===== src/rtl/mem_access_unit_if.sv =====
`default_nettype none
// ============================================================================
// Module      : mem_access_unit_if
// Description : Memory-side bus between mem_access_unit (master) and the RAM
//               (slave). The master drives the address, strobes and write
//               data. The slave returns read data and a ready flag that
//               completes the current access.
// Signals     : mem_addr  [ADDR_W] master->slave  access address
//               mem_rd    [1]      master->slave  read strobe
//               mem_wr    [1]      master->slave  write strobe
//               mem_wdata [DATA_W] master->slave  write data
//               mem_rdata [DATA_W] slave->master  read data, valid with ready
//               mem_ready [1]      slave->master  access completes this edge
// Revision    : 1.0 - initial release
// ============================================================================
interface mem_access_unit_if #(
    parameter int ADDR_W = 8,
    parameter int DATA_W = 16
);
    logic [ADDR_W-1:0] mem_addr;
    logic              mem_rd;
    logic              mem_wr;
    logic [DATA_W-1:0] mem_wdata;
    logic [DATA_W-1:0] mem_rdata;
    logic              mem_ready;

    modport master (
        output mem_addr, mem_rd, mem_wr, mem_wdata,
        input  mem_rdata, mem_ready
    );

    modport slave (
        input  mem_addr, mem_rd, mem_wr, mem_wdata,
        output mem_rdata, mem_ready
    );
endinterface
`default_nettype wire


===== src/rtl/mem_access_unit.sv =====
`default_nettype none
// ============================================================================
// Module      : mem_access_unit
// Description : Program counter, instruction register, data-address register
//               and a wait-state memory sequencer (IDLE/ACCESS/DONE) with a
//               timeout. The controller issues single-cycle requests and
//               waits for done (success) or err (dropped request / timeout).
// Ports       : clk, rst_n (synchronous, active-low)
//               start_pc, clear_pc, pc_cmd, branch_off, branch_abs -> PC
//               load_addr, addr_src                -> data-address register
//               fetch_req, data_rd_req, data_wr_req, wr_data -> requests
//               mem (mem_access_unit_if.master)    -> memory bus
//               pc, pc_plus1, instr, rd_data       -> architectural state
//               busy, done, err                    -> status
// Revision    : 1.0 - initial release
// ============================================================================
module mem_access_unit #(
    parameter int ADDR_W  = 8,
    parameter int DATA_W  = 16,
    parameter int OFF_W   = 8,
    parameter int TIMEOUT = 15
) (
    input  wire                clk,
    input  wire                rst_n,
    input  wire  [ADDR_W-1:0]  start_pc,
    input  wire                clear_pc,
    input  wire  [1:0]         pc_cmd,
    input  wire  [OFF_W-1:0]   branch_off,
    input  wire  [ADDR_W-1:0]  branch_abs,
    input  wire                load_addr,
    input  wire  [DATA_W-1:0]  addr_src,
    input  wire                fetch_req,
    input  wire                data_rd_req,
    input  wire                data_wr_req,
    input  wire  [DATA_W-1:0]  wr_data,
    mem_access_unit_if.master  mem,
    output logic [ADDR_W-1:0]  pc,
    output logic [ADDR_W-1:0]  pc_plus1,
    output logic [DATA_W-1:0]  instr,
    output logic [DATA_W-1:0]  rd_data,
    output logic               busy,
    output logic               done,
    output logic               err
);

    localparam int                 c_CNT_W       = $clog2(TIMEOUT + 1);
    localparam logic [c_CNT_W-1:0] c_TIMEOUT_CNT = c_CNT_W'(TIMEOUT);
    localparam logic [c_CNT_W-1:0] c_CNT_ONE     = c_CNT_W'(1);
    localparam logic [ADDR_W-1:0]  c_PC_ONE      = ADDR_W'(1);

    localparam logic [1:0] c_ST_IDLE   = 2'd0;
    localparam logic [1:0] c_ST_ACCESS = 2'd1;
    localparam logic [1:0] c_ST_DONE   = 2'd2;

    localparam logic [1:0] c_KIND_FETCH = 2'd0;
    localparam logic [1:0] c_KIND_READ  = 2'd1;
    localparam logic [1:0] c_KIND_WRITE = 2'd2;

    logic [1:0]         r_state;
    logic [ADDR_W-1:0]  r_pc;
    logic [ADDR_W-1:0]  r_daddr;
    logic [1:0]         r_kind;
    logic [ADDR_W-1:0]  r_addr;
    logic [DATA_W-1:0]  r_wdata;
    logic [c_CNT_W-1:0] r_cnt;
    logic [DATA_W-1:0]  r_instr;
    logic [DATA_W-1:0]  r_rd_data;
    logic               r_done;
    logic               r_err;

    logic [1:0]         w_state_nxt;
    logic               w_accept;
    logic               w_capture;
    logic               w_err_nxt;
    logic [1:0]         w_kind_sel;
    logic               w_req_any;
    logic               w_req_multi;
    logic [ADDR_W-1:0]  w_off_ext;
    logic [ADDR_W-1:0]  w_pc_nxt;
    logic               w_unused_src;

    // Only the low ADDR_W bits of the datapath result form an address.
    assign w_unused_src = ^addr_src;

    assign w_req_any   = fetch_req | data_rd_req | data_wr_req;
    assign w_req_multi = (fetch_req & (data_rd_req | data_wr_req)) | (data_rd_req & data_wr_req);
    assign w_kind_sel  = fetch_req ? c_KIND_FETCH : (data_rd_req ? c_KIND_READ : c_KIND_WRITE);
    assign w_off_ext   = ADDR_W'($signed(branch_off));

    // PC next value: runs every cycle, independent of the access sequencer.
    always_comb begin
        w_pc_nxt = r_pc;
        if (clear_pc) begin
            w_pc_nxt = start_pc;
        end else begin
            case (pc_cmd)
                2'b01:   w_pc_nxt = r_pc + c_PC_ONE;
                2'b10:   w_pc_nxt = r_pc + w_off_ext;
                2'b11:   w_pc_nxt = branch_abs;
                default: w_pc_nxt = r_pc;
            endcase
        end
    end

    // Sequencer next-state, event decode and bus strobes.
    always_comb begin
        w_state_nxt = r_state;
        w_accept    = 1'b0;
        w_capture   = 1'b0;
        w_err_nxt   = 1'b0;
        mem.mem_rd  = 1'b0;
        mem.mem_wr  = 1'b0;
        case (r_state)
            c_ST_IDLE: begin
                if (w_req_any) begin
                    w_accept    = 1'b1;
                    w_err_nxt   = w_req_multi;
                    w_state_nxt = c_ST_ACCESS;
                end
            end
            c_ST_ACCESS: begin
                mem.mem_rd = (r_kind != c_KIND_WRITE);
                mem.mem_wr = (r_kind == c_KIND_WRITE);
                w_err_nxt  = w_req_any;
                if (mem.mem_ready) begin
                    w_capture   = 1'b1;
                    w_state_nxt = c_ST_DONE;
                end else if (r_cnt == c_TIMEOUT_CNT) begin
                    w_err_nxt   = 1'b1;
                    w_state_nxt = c_ST_IDLE;
                end
            end
            c_ST_DONE: begin
                w_err_nxt   = w_req_any;
                w_state_nxt = c_ST_IDLE;
            end
            default: w_state_nxt = c_ST_IDLE;
        endcase
    end

    always_ff @(posedge clk) begin
        if (!rst_n) begin
            r_state <= c_ST_IDLE;
        end else begin
            r_state <= w_state_nxt;
        end
    end

    always_ff @(posedge clk) begin
        if (!rst_n) begin
            r_pc      <= start_pc;
            r_daddr   <= '0;
            r_kind    <= c_KIND_FETCH;
            r_addr    <= '0;
            r_wdata   <= '0;
            r_cnt     <= '0;
            r_instr   <= '0;
            r_rd_data <= '0;
            r_done    <= 1'b0;
            r_err     <= 1'b0;
        end else begin
            r_pc <= w_pc_nxt;
            if (load_addr) begin
                r_daddr <= addr_src[ADDR_W-1:0];
            end
            // Address and data are latched from pre-edge register values so
            // later PC/address updates cannot disturb the in-flight access.
            if (w_accept) begin
                r_kind  <= w_kind_sel;
                r_addr  <= fetch_req ? r_pc : r_daddr;
                r_wdata <= wr_data;
                r_cnt   <= c_CNT_ONE;
            end else if (r_state == c_ST_ACCESS && r_cnt != c_TIMEOUT_CNT) begin
                r_cnt <= r_cnt + c_CNT_ONE;
            end
            if (w_capture && r_kind == c_KIND_FETCH) begin
                r_instr <= mem.mem_rdata;
            end
            if (w_capture && r_kind == c_KIND_READ) begin
                r_rd_data <= mem.mem_rdata;
            end
            r_done <= w_capture;
            r_err  <= w_err_nxt;
        end
    end

    assign mem.mem_addr  = r_addr;
    assign mem.mem_wdata = r_wdata;
    assign pc            = r_pc;
    assign pc_plus1      = r_pc + c_PC_ONE;
    assign instr         = r_instr;
    assign rd_data       = r_rd_data;
    assign busy          = (r_state != c_ST_IDLE);
    assign done          = r_done;
    assign err           = r_err;

endmodule
`default_nettype wire


===== src/flat_wrapper.sv =====
// flat-port wrapper written by rule: the top's interface ports become plain ports
module mem_access_unit_flat 
#(
    parameter int ADDR_W  = 8,
    parameter int DATA_W  = 16,
    parameter int OFF_W   = 8,
    parameter int TIMEOUT = 15
)
  (clk, rst_n, start_pc, clear_pc, pc_cmd, branch_off, branch_abs, load_addr, addr_src, fetch_req, data_rd_req, data_wr_req, wr_data, pc, pc_plus1, instr, rd_data, busy, done, err, mem_mem_addr, mem_mem_rd, mem_mem_wr, mem_mem_wdata, mem_mem_rdata, mem_mem_ready);
  mem_access_unit_if #(.ADDR_W(ADDR_W), .DATA_W(DATA_W)) mem_i ();
  input  wire clk;
  input  wire rst_n;
  input  wire  [ADDR_W-1:0] start_pc;
  input  wire clear_pc;
  input  wire  [1:0] pc_cmd;
  input  wire  [OFF_W-1:0] branch_off;
  input  wire  [ADDR_W-1:0] branch_abs;
  input  wire load_addr;
  input  wire  [DATA_W-1:0] addr_src;
  input  wire fetch_req;
  input  wire data_rd_req;
  input  wire data_wr_req;
  input  wire  [DATA_W-1:0] wr_data;
  output logic [ADDR_W-1:0] pc;
  output logic [ADDR_W-1:0] pc_plus1;
  output logic [DATA_W-1:0] instr;
  output logic [DATA_W-1:0] rd_data;
  output logic busy;
  output logic done;
  output logic err;
  output wire logic [$bits(mem_i.mem_addr)-1:0] mem_mem_addr;
  output wire logic [$bits(mem_i.mem_rd)-1:0] mem_mem_rd;
  output wire logic [$bits(mem_i.mem_wr)-1:0] mem_mem_wr;
  output wire logic [$bits(mem_i.mem_wdata)-1:0] mem_mem_wdata;
  input wire logic [$bits(mem_i.mem_rdata)-1:0] mem_mem_rdata;
  input wire logic [$bits(mem_i.mem_ready)-1:0] mem_mem_ready;
  assign mem_mem_addr = mem_i.mem_addr;
  assign mem_mem_rd = mem_i.mem_rd;
  assign mem_mem_wr = mem_i.mem_wr;
  assign mem_mem_wdata = mem_i.mem_wdata;
  assign mem_i.mem_rdata = mem_mem_rdata;
  assign mem_i.mem_ready = mem_mem_ready;
  mem_access_unit #(.ADDR_W(ADDR_W), .DATA_W(DATA_W), .OFF_W(OFF_W), .TIMEOUT(TIMEOUT)) u_core (.clk(clk), .rst_n(rst_n), .start_pc(start_pc), .clear_pc(clear_pc), .pc_cmd(pc_cmd), .branch_off(branch_off), .branch_abs(branch_abs), .load_addr(load_addr), .addr_src(addr_src), .fetch_req(fetch_req), .data_rd_req(data_rd_req), .data_wr_req(data_wr_req), .wr_data(wr_data), .mem(mem_i), .pc(pc), .pc_plus1(pc_plus1), .instr(instr), .rd_data(rd_data), .busy(busy), .done(done), .err(err));
endmodule

===== config.mk =====
export PLATFORM = sky130hd
export DESIGN_NAME = mem_access_unit_flat
export DESIGN_NICKNAME = d
export VERILOG_FILES = /design/src/rtl/mem_access_unit_if.sv /design/src/rtl/mem_access_unit.sv /design/src/flat_wrapper.sv
export SDC_FILE = /design/constraint.sdc
export NUM_CORES = 1
export LEC_CHECK = 0
export CAP_MARGIN = 10
export CORE_ASPECT_RATIO = 0.8
export CORE_UTILIZATION = 43
export CTS_CLUSTER_DIAMETER = 60
export DETAILED_ROUTE_END_ITERATION = 10
export PLACE_DENSITY = 0.8
export SLEW_MARGIN = 20
export SYNTH_ARGS = -nofsm -noshare
export SYNTH_HDL_FRONTEND = slang
export SYNTH_SLANG_ARGS = --single-unit

===== constraint.sdc =====
create_clock -name clk -period 2.3 [get_ports clk]
set_input_delay 0.46 -clock clk [delete_from_list [all_inputs] [get_ports clk]]
set_output_delay 0.46 -clock clk [all_outputs]
set_load 0.03 [all_outputs]

==> results of run 1 <==
[repair_timing]
item / CTS / global route
setup endpoints to repair: 6 / 6
resized for setup: 9 / 8
buffers inserted: 0 / 1
[Yosys cell counts, types with 2 or more instances]
cell,n,area share (%)
a211o_1,2,0.46
a211oi_1,3,0.59
a21boi_0,3,0.59
a21boi_1,46,9.0
a21o_1,3,0.59
a21oi_1,11,1.4
a31oi_1,2,0.33
and3_1,6,0.98
and4_1,2,0.46
buf_1,3,0.29
buf_2,7,0.92
clkbuf_1,12,1.2
dfxtp_1,74,39
edfxtp_1,8,6.3
ha_1,9,2.9
inv_1,5,0.49
inv_2,2,0.20
mux2_2,2,0.59
mux2i_1,19,5.0
nand2_1,126,12
nand2b_1,3,0.49
nand3_1,9,1.2
nand3b_1,2,0.39
nor2_1,11,1.1
nor2b_1,11,1.8
nor3_1,2,0.26
nor3_2,2,0.52
nor3b_1,2,0.39
o211a_1,8,2.1
o211ai_1,3,0.59
o21ai_0,12,1.6
o21ai_1,8,1.0
or3_1,3,0.49
xnor2_1,4,0.92
xor2_1,5,1.1
[worst reg2reg max path, stage by stage (launching register included)]
cell and delay, ns:
edfxtp_1 0.47, ha_1 0.26, fa_1 0.41, buf_4 0.16, a21o_1 0.17, a211oi_1 0.23, o311a_1 0.17, o21ai_1 0.06
[layout make-up]
cell class | count | share of cell area, %
Clock buffer | 10 | 2.21
Clock inverter | 6 | 0.845
Inverter | 7 | 0.455
Multi-Input combinational cell | 328 | 34.5
Sequential cell | 82 | 29.8
Tap cell | 112 | 2.43
Timing Repair Buffer | 181 | 29.8
[power breakdown]
part	switching [mW]	leakage (nW)	internal (mW)
clock network	0.547	0.0852	0.406
registers	0.0598	0.690	1.54
logic	0.564	1.60	0.498
total	1.17	2.38	2.44
[state kept, by name, indices dropped and copies added, names as in the netlist]
register / cells
u_core.rd_data: 16
u_core.pc: 8
u_core.r_cnt: 4
u_core.mem.mem_wdata: 16
u_core.done: 1
u_core.err: 1
u_core.r_kind: 2
u_core.r_state: 2
u_core.instr: 16
u_core.mem.mem_addr: 8
u_core.r_daddr: 8
[kinds of logic (layout without fill, tap and decap cells)]
logic type | Yosys count | count (layout) | share of synthesized area [%]
simple gates | 183 | 183 | 21.3
compound gates | 104 | 104 | 19.0
flops | 82 | 82 | 45.1
buf+inv | 30 | 204 | 3.27
mux | 21 | 21 | 5.57
fa+ha+maj | 11 | 11 | 3.73
xor+xnor | 9 | 9 | 2.06
[per-layer routing]
| metal | up-vias | share of wire, % |
|---|---|---|
| met4 | 0 | 0.80 |
| met2 | 140 | 46 |
| met1 | 1697 | 45 |
| li1 | 1843 | - |
| met3 | 11 | 7.8 |
| met5 | - | 0 |
[final timing paths]
path | startpoint | to | slack (ns) | depth (start not counted)
min reg2reg | u_core.instr[11] | u_core.instr[11] | 0.46 | 2
max | u_core.pc[0] | pc_plus1[3] | 0.09 | 5
max reg2reg | u_core.pc[0] | u_core.pc[4] | 0.14 | 7
min | u_core.instr[11] | u_core.instr[11] | 0.46 | 2
==> impl_results.md, run 1 <==
- Vias post-DR: 3691
- CTS max path bufs: 2
- Met1 Usage GRT: 29.7%
- Iter 0 DRT Violations: between 150 and 200
- Clock transition at path regs: 0.09 ns
- Fin util: 67.5%
- PortBufs: 150
- Worst skew pair latency: roughly 0.35 ns
- Vias in the first global route: 3518
- Slowest Stage Delay on Critical Path: 0.47 ns
- Initial core utilization: 44.6%
- Final setup viols: 0
- Synth unique cells: between 40 and 50
- Met2 Resource Use GR: 38.1%
- Layout Cells excl Fill: 726
- Post-route ant nets: 0
- Routed WL: 10500 microns
- GRT met3 Usage: under 10%
- Worst Hold Class: reg2reg
- Largest net degree at the start of global routing: 73
- Post-Layout Inst Area: ~5800 sq um
- Pwr Total: 3.61 mW
- CTS tree: done
- Synth Cell Area: 3820 sq um
- Seq/Total Area, Yosys: 45.1%
- Post-layout min period: 2.21 ns
- Wire length of the first global-routing pass: 16700 microns
- CTS Buf Count: 9
- Top FF cell, synth: dfxtp_1
- Hold buffers post-CTS: 0
- Final worst setup slack: between 0.08 and 0.09 ns
- Family with the most delay on the worst path: buffers and inverters
- Core region area: 8560 sq um
- DR DRC count: 0
- # fillers: approximately 730
- Share of layout cells above drive strength 1: 9.93%
- Max-cap violations: 0
- Area delta synth->final: 51.1%
- WP buf/inv: 3
- Total negative slack: 0 ns
- Status: completed
- Final global-route overflow total: 0
- CP required: approximately 1.8 ns
- I/O pins: 159
- Critical-path top delay cell: edfxtp_1
- Via density: 5.08
- Commonest non-fill, non-tap cell in the layout: clkdlybuf4s50_1
- #FFs+latches synth: 82
- Multi-input gate area: 1990 sq um
- Storage cell area: 1720 sq um
- H-tree depth: 3
- Clock skew: between 0.007 and 0.008 ns
- Gr busiest metal: met2
- Worst Setup Start Kind: flip-flop
- Avg Cell Area, Syn: 8.68 sq um
- Die ar.: around 9300 sq um
- Critical Path AT: 1.75 ns
- Die Wd: 107 microns
- Pleak: 2.38 nW
- Final clock period utilization by the worst path: a little over nine tenths
- First-pass DRT Iterations: 4
- EDFF count, synth: 8
- CP most frequent cell: buf_4
- Clk sinks: 82
- Commonest non-fill, non-tap cells in the layout: 141 x clkdlybuf4s50_1, 126 x nand2_1, 74 x dfxtp_1
- Hpwl dp: 7930 microns
- Hold Violations, Final: 0
- Syn_nets: 532
- CP Class: reg2out
- Layout Nets: 701
- WHS: 0.455 ns
- Slew headroom: 60.8%
- Max Slew Vio Count: 0
- # diodes: 0
- Slew @ Worst Pin: 0.586 ns
- VDD IR-drop max: around 380 uV
- DP Area: 5580 sq um
- Placer Congestion: 0.892
- Placed Instances: slightly above 700
- Crit Path Max Fanout: 4
- Syn Inst Count: 440
- Ys async rst share: 0%
- All-Layer GR Usage: 22.9%
- Pre-CTS setup slack: -0.264 ns
- Antenna violations before repair: 0
- FMAX: 0.452 GHz
- Crit. End Element: output pin
- Clk root buf: clkbuf_8
- Die height: 86.3 microns
- Std cell rows: 30
- Worst path cell trace: buf_4, buf_4, nand3_1, xnor2_1, clkdlybuf4s15_1
- Routed len/inst: 14.4 microns
- Yosys warning total: 0
- Power per Cell Area: 626 nW/um^2
No activity file was read; power rests on OpenSTA's default activity.
==> inputs of run 2 (changes only) <==
--- a/config.mk
+++ b/config.mk
@@ -7,11 +7,13 @@
 export LEC_CHECK = 0
 export CAP_MARGIN = 10
 export CORE_ASPECT_RATIO = 0.8
-export CORE_UTILIZATION = 43
+export CORE_UTILIZATION = 44
+export CTS_BUF_LIST = sky130_fd_sc_hd__clkbuf_4
 export CTS_CLUSTER_DIAMETER = 60
 export DETAILED_ROUTE_END_ITERATION = 10
-export PLACE_DENSITY = 0.8
+export PLACE_DENSITY = 0.82
 export SLEW_MARGIN = 20
 export SYNTH_ARGS = -nofsm -noshare
 export SYNTH_HDL_FRONTEND = slang
 export SYNTH_SLANG_ARGS = --single-unit
+export TNS_END_PERCENT = 10
==> run 2 against run 1 <==
  * Cell count shrank 0.55%
  * Clock skew grew 0.013 ns
  * Maximum frequency shrank 2.7%
  * Flip-flop and latch count is the same
  * Via count is essentially flat
  * Die area shrank 2.2%
  * Worst hold slack gained 0.0055 ns
  * Critical path type unchanged
  * Critical endpoint is now pc_plus1[6]
  * Largest power group unchanged
  * Highest routed layer unchanged
==> impl_results.md, run 2 (synthesis gave the netlist of run 1 again) <==
- Status: completed
- Crit Path Max Fanout: 4
- VDD IR-drop max: 349 uV
- Vias in the first global route: 3532
- Fin util: approximately two thirds
- Wire length of the first global-routing pass: approximately 17000 microns
- Largest net degree at the start of global routing: 73
- Antenna violations before repair: 0
- Worst path cell trace: ha_1, nand2_1, xnor2_1, clkdlybuf4s15_2
- Share of layout cells above drive strength 1: 10.3%
- Post-layout min period: 2.27 ns
- Final clock period utilization by the worst path: about 100%
- Post-route ant nets: 0
- Hold buffers post-CTS: 0
- Die height: between 80 and 90 microns
- Layout Nets: 697
- Worst Setup Start Kind: flip-flop
- Via density: 5.11
- Hold Violations, Final: 0
- Die ar.: 9060 sq um
- Initial core utilization: 45.2%
- # diodes: 0
- Routed len/inst: approximately 14 microns
- Pre-CTS setup slack: -0.380 ns
- Critical Path AT: 1.81 ns
- Commonest non-fill, non-tap cells in the layout: 140 x clkdlybuf4s50_1, 126 x nand2_1, 74 x dfxtp_1
- Critical R2R Capture: u_core.pc[6]
- Power per Cell Area: approximately 600 nW/um^2
- Area delta synth->final: 49.8%
- Max-cap violations: 0
- Commonest non-fill, non-tap cell in the layout: clkdlybuf4s50_1
- PortBufs: 150
- Reg2reg start: u_core.pc[0]
- Clock transition at path regs: ~0.13 ns
- Routed WL: 10300 microns
- First-pass DRT Iterations: 4
- Final worst setup slack: 0.0251 ns
- Slew headroom: roughly 60%
- CP required: 1.84 ns
- Crit path from: u_core.pc[0]
- Die Wd: 106 microns
- Max Slew Vio Count: 0
- Reg2reg path depth: 7
- CTS max path bufs: 2
- I/O pins: roughly 160
- CTS Buf Count: 9
- RSZ-0062 raised after global routing: true
- Storage cell area: 1720 sq um
- Std cell rows: 30
- CTS tree: done
- Slowest Stage Delay on Critical Path: roughly 0.46 ns
- FMAX: 0.440 GHz
- All-Layer GR Usage: 23.2%
- Vias post-DR: 3689
- Clock skew: about 0.02 ns
- Post-CTS Setup Bufs: 0
- Hpwl dp: 7680 microns
- Clk sinks: 82
- Slew @ Worst Pin: 0.587 ns
- CP Class: reg2out
- Final setup viols: 0
- Crit. End Element: output pin
- Worst Hold Class: reg2reg
- Core region area: 8450 sq um
- Worst skew pair latency: around 0.42 ns
- Pleak: 2.34 nW
- R2r setup slk: approximately 0.14 ns
- Iter 0 DRT Violations: 158
- DR DRC count: 0
- Multi-input gate area: 2010 sq um
- Hold path cells: 2
- Clk root buf: clkbuf_4
- Crit path to: pc_plus1[6]
- Critical-path top delay cell: edfxtp_1
- Final global-route overflow total: 0
- # fillers: around 700
- Placer Congestion: 0.885
- H-tree depth: 3
- WHS: about 0.46 ns
run 2: cell count changes in the layout (fill, tap and decap cells not counted), sizes merged:
| cell | previous run | this run |
|---|---|---|
| clkbuf | 12 | 10 |
| dlygate4sd2 | 1 | 2 |
| clkinvlp | 2 | 3 |
| inv | 10 | 9 |
| clkdlybuf4s50 | 141 | 140 |
| buf | 33 | 31 |
run 2: worst min-delay path by stage:
stage                             start                  endpoint  slack (ns)
2_1_floorplan           u_core.r_cnt[1]           u_core.r_cnt[1]        0.45
3_3_place_gp            u_core.instr[7]           u_core.instr[7]        0.44
3_5_place_dp          u_core.rd_data[1]         u_core.rd_data[1]        0.44
4_1_cts        u_core.mem.mem_wdata[14]  u_core.mem.mem_wdata[14]        0.46
5_1_grt         u_core.mem.mem_wdata[1]   u_core.mem.mem_wdata[1]        0.48
6_report       u_core.mem.mem_wdata[14]  u_core.mem.mem_wdata[14]        0.46
run 2: per-layer routing:
layer	wire length (microns)	global-route usage, %	up-vias
met5	0	0	-
met4	86	5.93	0
met3	815	5.99	11
met2	4780	37.7	167
met1	4620	30.6	1682
li1	-	-	1829
run 2: cell type report:
class                   count  share of cell area (%)
inverters                   7                   0.459
repair buffers            177                    29.7
clock buffers              10                    1.31
clock inverters             6                   0.853
well taps                 112                    2.45
multi-input cells         328                    35.1
flip-flops and latches     82                    30.1
run 2: power by group:
part / total, mW / switching, mW / internal, mW / leakage [nW]
Sequential: 1.60 / 0.0604 / 1.54 / 0.690
Clock: 0.765 / 0.522 / 0.243 / 0.0596
Combinational: 1.06 / 0.568 / 0.495 / 1.59
run 2: critical path, delay by kind of cell, from the launching register on:
| family | cells | cell delay [ns] |
|---|---|---|
| xor gates and xnor gates | 1 | 0.26 |
| adders and majority gates | 1 | 0.26 |
| buffers and inverters | 1 | 0.35 |
| DFF | 1 | 0.46 |
| and+or+nand+nor | 1 | 0.08 |
run 2: through the flow:
stage | setup TNS, ns | instance area [sq um] | instances | power [mW]
final | 0 | 5720 | 722 | 3.43
after global routing | -0.0917 | 5720 | 722 | 3.61
after CTS | 0 | 5700 | 722 | 3.45
after detailed placement | -1.07 | 5570 | 706 | 2.69
after global placement | -0.819 | 5570 | 706 | 2.67
after floorplan | 0 | 3820 | 440 | 2.20
run 2: what timing repair did:
item / CTS / global route
hold endpoints to repair: 0 / 0
endpoints found under the setup margin: 8 / 9
resized for setup: 18 / 9
